File: src/rtl/imem_loader_pkg.sv
// Shared definitions for the instruction-memory boot loader:
// loader state encoding and default memory geometry.
package imem_loader_pkg;

  localparam int DEFAULT_ADDR_WIDTH = 12;
  localparam int DEFAULT_DEPTH      = 4096;

  typedef enum logic [2:0] {
    LEN_LO,
    LEN_HI,
    DATA,
    WRITE,
    CHK,
    DONE,
    ERR
  } state_e;

endpackage

File: src/rtl/imem_loader_byte_assembler.sv
// Little-endian byte-to-word assembler: shifts accepted bytes in LSB first and
// flags the load strobe that completes a 32-bit word.
module imem_loader_byte_assembler (
  input  logic        clock,
  input  logic        reset,
  input  logic        load_i,
  input  logic [7:0]  byte_i,
  output logic [31:0] word_o,
  output logic        word_valid_o
);

  // Only the three earlier bytes need storing; the fourth is taken straight
  // from the input as it is accepted.
  logic [23:0] shift_q;
  logic [1:0]  byte_idx_q;

  always_ff @(posedge clock or posedge reset) begin
    if (reset) begin
      shift_q    <= '0;
      byte_idx_q <= '0;
    end else if (load_i) begin
      shift_q    <= {byte_i, shift_q[23:8]};
      byte_idx_q <= byte_idx_q + 1'b1;
    end
  end

  assign word_o       = {byte_i, shift_q};
  assign word_valid_o = load_i && (byte_idx_q == 2'd3);

endmodule

File: src/rtl/imem_loader.sv
// Boot loader: length-prefixed byte stream -> consecutive imem words, holding the CPU until done.
// Define IMEM_LOADER_CHECKSUM_EN to require a trailing XOR checksum byte.
module imem_loader
  import imem_loader_pkg::*;
#(
  parameter int ADDR_WIDTH = DEFAULT_ADDR_WIDTH,
  parameter int DEPTH      = DEFAULT_DEPTH
) (
  input  logic                  clock,
  input  logic                  reset,
  input  logic                  in_valid,
  input  logic [7:0]            in_data,
  output logic                  in_ready,
  output logic                  imem_wren,
  output logic [ADDR_WIDTH-1:0] imem_address,
  output logic [31:0]           imem_data,
  output logic                  cpu_hold,
  output logic                  done,
  output logic                  err
);

  localparam logic [16:0] DEPTH_W = 17'(DEPTH);

  state_e                state_q;
  logic                  in_ready_q;
  logic                  wren_q;
  logic [ADDR_WIDTH-1:0] addr_q;
  logic [31:0]           data_q;
  logic                  hold_q;
  logic                  done_q;
  logic                  err_q;
  logic [7:0]            len_lo_q;
  // One bit wider than the address so a full-depth image terminates cleanly.
  logic [ADDR_WIDTH:0]   len_q;
  logic [ADDR_WIDTH:0]   word_ptr_q;
  logic [ADDR_WIDTH:0]   word_ptr_d;
`ifdef IMEM_LOADER_CHECKSUM_EN
  logic [7:0]            chk_q;
`endif

  logic        accept;
  logic        asm_load;
  logic        word_valid;
  logic [31:0] word;
  logic [15:0] len_word;

  assign accept     = in_valid && in_ready_q;
  assign asm_load   = accept && (state_q == DATA);
  assign len_word   = {in_data, len_lo_q};
  assign word_ptr_d = word_ptr_q + 1'b1;

  imem_loader_byte_assembler u_asm (
    .clock        (clock),
    .reset        (reset),
    .load_i       (asm_load),
    .byte_i       (in_data),
    .word_o       (word),
    .word_valid_o (word_valid)
  );

  always_ff @(posedge clock or posedge reset) begin
    if (reset) begin
      state_q    <= LEN_LO;
      in_ready_q <= 1'b1;
      wren_q     <= 1'b0;
      addr_q     <= '0;
      data_q     <= '0;
      hold_q     <= 1'b1;
      done_q     <= 1'b0;
      err_q      <= 1'b0;
      len_lo_q   <= '0;
      len_q      <= '0;
      word_ptr_q <= '0;
`ifdef IMEM_LOADER_CHECKSUM_EN
      chk_q      <= '0;
`endif
    end else begin
      case (state_q)
        LEN_LO: begin
          if (accept) begin
            len_lo_q <= in_data;
            state_q  <= LEN_HI;
          end
        end
        LEN_HI: begin
          if (accept) begin
            len_q <= len_word[ADDR_WIDTH:0];
            if (len_word == 16'd0) begin
              state_q    <= DONE;
              in_ready_q <= 1'b0;
              hold_q     <= 1'b0;
              done_q     <= 1'b1;
            end else if ({1'b0, len_word} > DEPTH_W) begin
              state_q    <= ERR;
              in_ready_q <= 1'b0;
              err_q      <= 1'b1;
            end else begin
              state_q <= DATA;
            end
          end
        end
        DATA: begin
          if (accept) begin
`ifdef IMEM_LOADER_CHECKSUM_EN
            chk_q <= chk_q ^ in_data;
`endif
            if (word_valid) begin
              state_q    <= WRITE;
              in_ready_q <= 1'b0;
              wren_q     <= 1'b1;
              addr_q     <= word_ptr_q[ADDR_WIDTH-1:0];
              data_q     <= word;
            end
          end
        end
        WRITE: begin
          wren_q     <= 1'b0;
          word_ptr_q <= word_ptr_d;
          if (word_ptr_d == len_q) begin
`ifdef IMEM_LOADER_CHECKSUM_EN
            state_q    <= CHK;
            in_ready_q <= 1'b1;
`else
            state_q    <= DONE;
            hold_q     <= 1'b0;
            done_q     <= 1'b1;
`endif
          end else begin
            state_q    <= DATA;
            in_ready_q <= 1'b1;
          end
        end
`ifdef IMEM_LOADER_CHECKSUM_EN
        CHK: begin
          if (accept) begin
            in_ready_q <= 1'b0;
            if (in_data == chk_q) begin
              state_q <= DONE;
              hold_q  <= 1'b0;
              done_q  <= 1'b1;
            end else begin
              state_q <= ERR;
              err_q   <= 1'b1;
            end
          end
        end
`endif
        DONE, ERR: begin
        end
        default: begin
          state_q    <= ERR;
          in_ready_q <= 1'b0;
          err_q      <= 1'b1;
        end
      endcase
    end
  end

  assign in_ready     = in_ready_q;
  assign imem_wren    = wren_q;
  assign imem_address = addr_q;
  assign imem_data    = data_q;
  assign cpu_hold     = hold_q;
  assign done         = done_q;
  assign err          = err_q;

endmodule

File: config.mk
export PLATFORM = sky130hd
export DESIGN_NAME = imem_loader
export DESIGN_NICKNAME = d
export VERILOG_FILES = /design/src/rtl/imem_loader_pkg.sv /design/src/rtl/imem_loader_byte_assembler.sv /design/src/rtl/imem_loader.sv
export SDC_FILE = /design/constraint.sdc
export NUM_CORES = 1
export LEC_CHECK = 0
export BUFFER_PORTS_ARGS = -buffer_cell sky130_fd_sc_hd__buf_2
export CAP_MARGIN = 20
export CORE_UTILIZATION = 50
export DETAILED_ROUTE_END_ITERATION = 10
export GPL_TIMING_DRIVEN = 0
export PLACE_DENSITY = 0.68
export RECOVER_POWER = 50
export SYNTH_ARGS = -nofsm -noshare
export SYNTH_HDL_FRONTEND = slang
export SYNTH_HIERARCHICAL = 1
export SYNTH_SLANG_ARGS = --single-unit
File: constraint.sdc
create_clock -name clock -period 3.27 [get_ports clock]
set_input_delay 0.327 -clock clock [delete_from_list [all_inputs] [get_ports clock]]
set_output_delay 0.327 -clock clock [all_outputs]
set_load 0.005 [all_outputs]
# After elaboration in Yosys (flattened, before gate mapping)
# Index checks and enable logic that the tools add are counted.
# totals
ff_bits,112
in_bits,11
out_inout_bits,49
wordCells,84
# op_classes
addsub,2
magnitude_cmp,1
eq_ne,17
muxes,30
bitwise_logic,3
reduce_logical,18
# ops
operator,n
two-way mux 3 bit,7
two-way mux 1 bit,17
"> comparator 16 x 13 -> 1 bit, second input constant",1
zero test 16 bit,1
"!= test 2 bit, second input constant",8
case mux 3 bit (5 select lines),1
"adder 13 x 1 -> 13 bit, second input constant",1
== test 13 bit,1
case mux 1 bit (2 select lines),4
AND reduction 4 bit,2
"== test 3 x 2 -> 1 bit, second input constant",2
"== test 3 bit, second input constant",2
AND reduction 3 bit,2
AND reduction 6 bit,1
AND reduction 5 bit,1
OR reduction 5 bit,1
case mux 1 bit (4 select lines),1
AND reduction 2 bit,2
nonzero test 2 bit,2
"== test 3 x 1 -> 1 bit, second input constant",1
logical AND 1 bit,3
zero test 3 bit,1
"!= test 3 bit, second input constant",1
NOT 1 bit,3
5 further kinds,5

# Depth between registers and ports, before layout
# depth
word_depth,6
mapped_depth,11

# Hierarchy
# The synthesis kept the hierarchy.
# by_module_without_submodules
module,n_inst,cells_per_inst,area_each_um2
imem_loader,1,302,3838.7
imem_loader_byte_assembler,1,66,1142.3

# Worst setup path before layout
# No wires, ideal clock.
# synth_timing
path_type,register to register
from,register in_ready_q (netlist: in_ready)
to,register data_q[10] (netlist: imem_data[10])
arrival_ns,2.319
required_ns,3.142
slack_ns,0.823
path_stages_with_launch,11
path_buffers,4
period_less_slack_ns,2.447
cell_sequence,dfstp_2 nand2_1 or2_2 nor3_1 buf_6 buf_12 and2_1 nand2_1 buf_2 buf_2 mux2_1
# synth_between
elab_chain_len,4
# synth_lines
element,line_no,source
"start, declared",imem_loader.sv:25,logic in_ready_q;
"start signal, assigned",imem_loader.sv:64,in_ready_q <= 1'b1;
"start signal, assigned",imem_loader.sv:90,in_ready_q <= 1'b0;
"start signal, assigned",imem_loader.sv:95,in_ready_q <= 1'b0;
logical AND 1 bit,imem_loader.sv:47,assign accept = in_valid && in_ready_q;
logical AND 1 bit,imem_loader.sv:48,assign asm_load = accept && (state_q == DATA);
via asm_load,imem_loader.sv:42,logic asm_load;
logical AND 1 bit,imem_loader_byte_assembler.sv:28,assign word_valid_o = load_i && (byte_idx_q == 2'd3);
via word_valid,imem_loader.sv:43,logic word_valid;
AND reduction 3 bit (no line),-,
"end signal, assigned",imem_loader.sv:112,data_q <= word;
"end, declared",imem_loader.sv:28,logic [31:0] data_q;
# The timed path passes the listed nets, and every way through them passes these cells.
# A chain may end at the register's enable or synchronous reset.

# Final worst setup path
# layout_timing
from,register in_ready_q (netlist: in_ready)
to,register data_q[2] (netlist: imem_data[2])
# The elaborated chain is that of the path after synthesis.

==> flow_metrics.tcl <==
set metrics [dict create \
    num_vias 3029 \
    dieArea_sq_um 10400 \
    violations "capacitance limit, slew limit" \
    overflow 0 \
    drv_slew 42 \
    cts_root_buf "clkbuf_8" \
    p_leak_nw 2.86 \
    cpPeakStageDelay_ns 0.56 \
    crit_chain "nand2_1 > or2_2 > nor3_1 > buf_6 > buf_12 > and2_1 > nand2_1 > buf_2 > buf_2 > mux2_1" \
    wl_microns 9310 \
    grt_max_degree 46 \
    htree_num_levels 3 \
    ys_seq_area_frac 0.563 \
    clkTransAtPathRegs_ns 0.10 \
    synth_top_family_by_area "multiplexers" \
    hold_viol_final 0 \
    rows 36 \
    tritoncts "built" \
    io_buffers 59 \
    layout_worst_path_cycle_share 0.862 \
    yosysMostFrequentCell "dfrtp_1" \
    synth_compound_area_frac 0.0440 \
    drc_errors 0 \
    p_clk_frac 0.333 \
    switchingPower_mw 0.485 \
    crit_fanout 10 \
    critical_path_arrival_ns 3.07 \
    max-cap-violations 1 \
    p_seq_frac 0.641 \
    synth_nets 381 \
    nets 454 \
    core-area_sq_um 9730 \
    period_minus_slack_ns 2.82 \
    synth.distinct_cells 51 \
    synth_warnings 6 \
    grt_pass1_vias 2953 \
    worst_setup_path_start_kind "flop" \
    clockBufferDepth 2 \
    stdcell_area_sq_um 5610 \
    yosysTopAreaCellShare 0.553 \
    slowest_stage "dfstp_2" \
    rsz0062_at_grt "no" \
    grt_usage 0.196 \
    fin_skew_ns 0.00791 \
    combPwrFrac 0.026 \
    syn_area_per_cell_sq_um 13.5 \
    synthAdderAreaFrac 0.00502 \
    crit_required_ns 3.52 \
    initial_utilization 0.512 \
    status "finished with violations" \
    synth_mux_area_frac 0.213 \
    numCtsBuffers 9 \
    die_y_microns 102 \
    ir_drop_mv 0.190 \
    synth-edff-count 0 \
    grt_pass1_wl_microns 15000 \
    cpLargestDelayFamily "simple AND/OR/NAND/NOR gates" \
    tns_ns 0 \
    fillerInstances 865 \
    synth_flop_cell "dfrtp_1" \
    ys_async_sr_fraction 1.00 \
    area_delta_synth_final_pct 12.7 \
    wl_per_cell_microns 16.1 \
    dpl_cell_area_sq_um 5470 \
    synthXorXnorAreaFrac 0.0440 \
    drt_iter0_drc 42 \
    place_hpwl_microns 6560 \
    relSlewSlack -0.247 \
    tightest_slew_ns 1.86 \
    ys_seq_elements 112 \
    synth.area.top_cells "dfrtp_1, mux2_2, mux2_1" \
    worstHoldPathType "input pin to flop" \
    drive_gt1_frac 0.320 \
    netlist_area_sq_um 4980 \
    io_pins 60 \
    p_int_mw 1.67 \
    finalSetupViolations 0 \
    gp_congestion 0.838 \
    antenna_found_initial 0 \
    synth_common_cells "dfrtp_1, mux2_2, mux2_1" \
    clk_latency_ns 0.37 \
    clock.fmax_mhz 355 \
    swShare 0.225 \
    routed_via_density 5.25 \
    diodes 0 \
    die_w_microns 102 \
    clock-sinks 112 \
    syn_inst 368 \
    yosys.area_share.simple 0.0887 \
    crit_type "flop to flop" \
    p_per_area_nw_per_um2 385 \
    antenna_left 0 \
    end_kind "flop" \
    cts_resized 0 \
    yosysTopAreaCell "dfrtp_1" \
    dr.pass1.iters 4 \
    path_buf_inv 4 \
]
-- repair_timing --
item / 4_1_cts / 5_1_grt
setup buffers: 0 / 0
hold endpoints to repair: 0 / 4
setup endpoints to repair: 0 / 0
hold buffers: 0 / 1
-- metal layers --
metal | share of wire | wire (microns) | vias to the layer above | global-route usage
met1 | 0.48 | 4480 | 1539 | 0.275
met5 | 0 | 0 | - | 0
met4 | 0.012 | 113 | 0 | 0.0725
met3 | 0.028 | 263 | 6 | 0.0349
li1 | - | - | 1435 | -
met2 | 0.48 | 4460 | 49 | 0.309
-- state kept, by name, summed over array words and instances, names as in the netlist --
name and flops:
cpu_hold 1, done 1, err 1, imem_address 12, imem_data 32, imem_wren 1
in_ready 1, len_lo_q 8, len_q 13, state_q 3, u_asm/byte_idx_q 2, u_asm/shift_q 24
word_ptr_q 13
-- layout by cell type (no fill, tap or decap), types with 3 or more instances in the layout --
master / instances
nand2_1: 16
and3_1: 4
nor2_1: 9
xnor2_1: 13
o21ai_0: 7
inv_1: 5
buf_4: 10
a21oi_1: 6
nand4_1: 4
buf_2: 44
nor3_1: 7
dfrtp_1: 110
mux2_2: 38
mux2_4: 18
clkbuf_8: 9
nor4_1: 3
a31oi_1: 4
nand3b_1: 3
clkbuf_1: 29
and2_1: 3
o211ai_1: 4
mux2_1: 32
nand3_1: 6
xor2_1: 12
-- stage by stage --
step / utilization / power (mW) / hold WS [ns] / instances / setup WS, ns
after floorplan: - / 1.44 / 0.367 / 368 / 0.724
after global placement: 0.559 / 1.46 / 0.456 / 560 / -0.362
after detailed placement: 0.563 / 1.47 / 0.427 / 561 / 0.436
after CTS: 0.579 / 2.19 / 0.00878 / 575 / 0.417
after global routing: 0.577 / 2.25 / 0.229 / 577 / 0.268
final: 0.577 / 2.16 / 0.247 / 577 / 0.453
-- worst paths after layout --
check,start,endpoint,cells past startpoint,slack (ns)
max,in_ready,imem_data[2],10,0.45
min,in_data[5],u_asm/shift_q[21],2,0.25
max reg2reg,in_ready,imem_data[2],10,0.45
min reg2reg,u_asm/byte_idx_q[0],u_asm/byte_idx_q[0],1,0.48
max in group asynchronous,reset,in_ready,4,1.36
min in group asynchronous,reset,u_asm/shift_q[3],3,0.41
-- kinds of logic (layout without fill, tap and decap cells) --
| logic type | after synthesis | count (layout) |
|---|---|---|
| flops | 112 | 112 |
| mux | 88 | 88 |
| simple gates | 76 | 76 |
| buf+inv | 33 | 109 |
| compound gates | 32 | 32 |
| xor+xnor | 25 | 25 |
| fa+ha+maj | 2 | 2 |
-- layout make-up --
type | count | area (sq um) | area share
buffer | 25 | 183 | 0.0325
clock buffer | 10 | 128 | 0.0227
clock inverter | 4 | 30.0 | 0.00535
inverter | 8 | 31.3 | 0.00557
multi-input combinational | 223 | 1960 | 0.350
sequential | 112 | 2810 | 0.500
tap | 133 | 166 | 0.0296
timing repair buffer | 62 | 307 | 0.0546
-- power groups by stage --
stage / sequential (mW) / combinational [mW] / clock, mW
3_5_place_dp: 1.41 / 0.0586 / 0
3_3_place_gp: 1.41 / 0.0526 / 0
6_report: 1.38 / 0.0566 / 0.719
2_1_floorplan: 1.41 / 0.0301 / 0
5_1_grt: 1.38 / 0.0651 / 0.798
4_1_cts: 1.38 / 0.0586 / 0.748
Note: power is estimated with default switching activity, not from simulation.
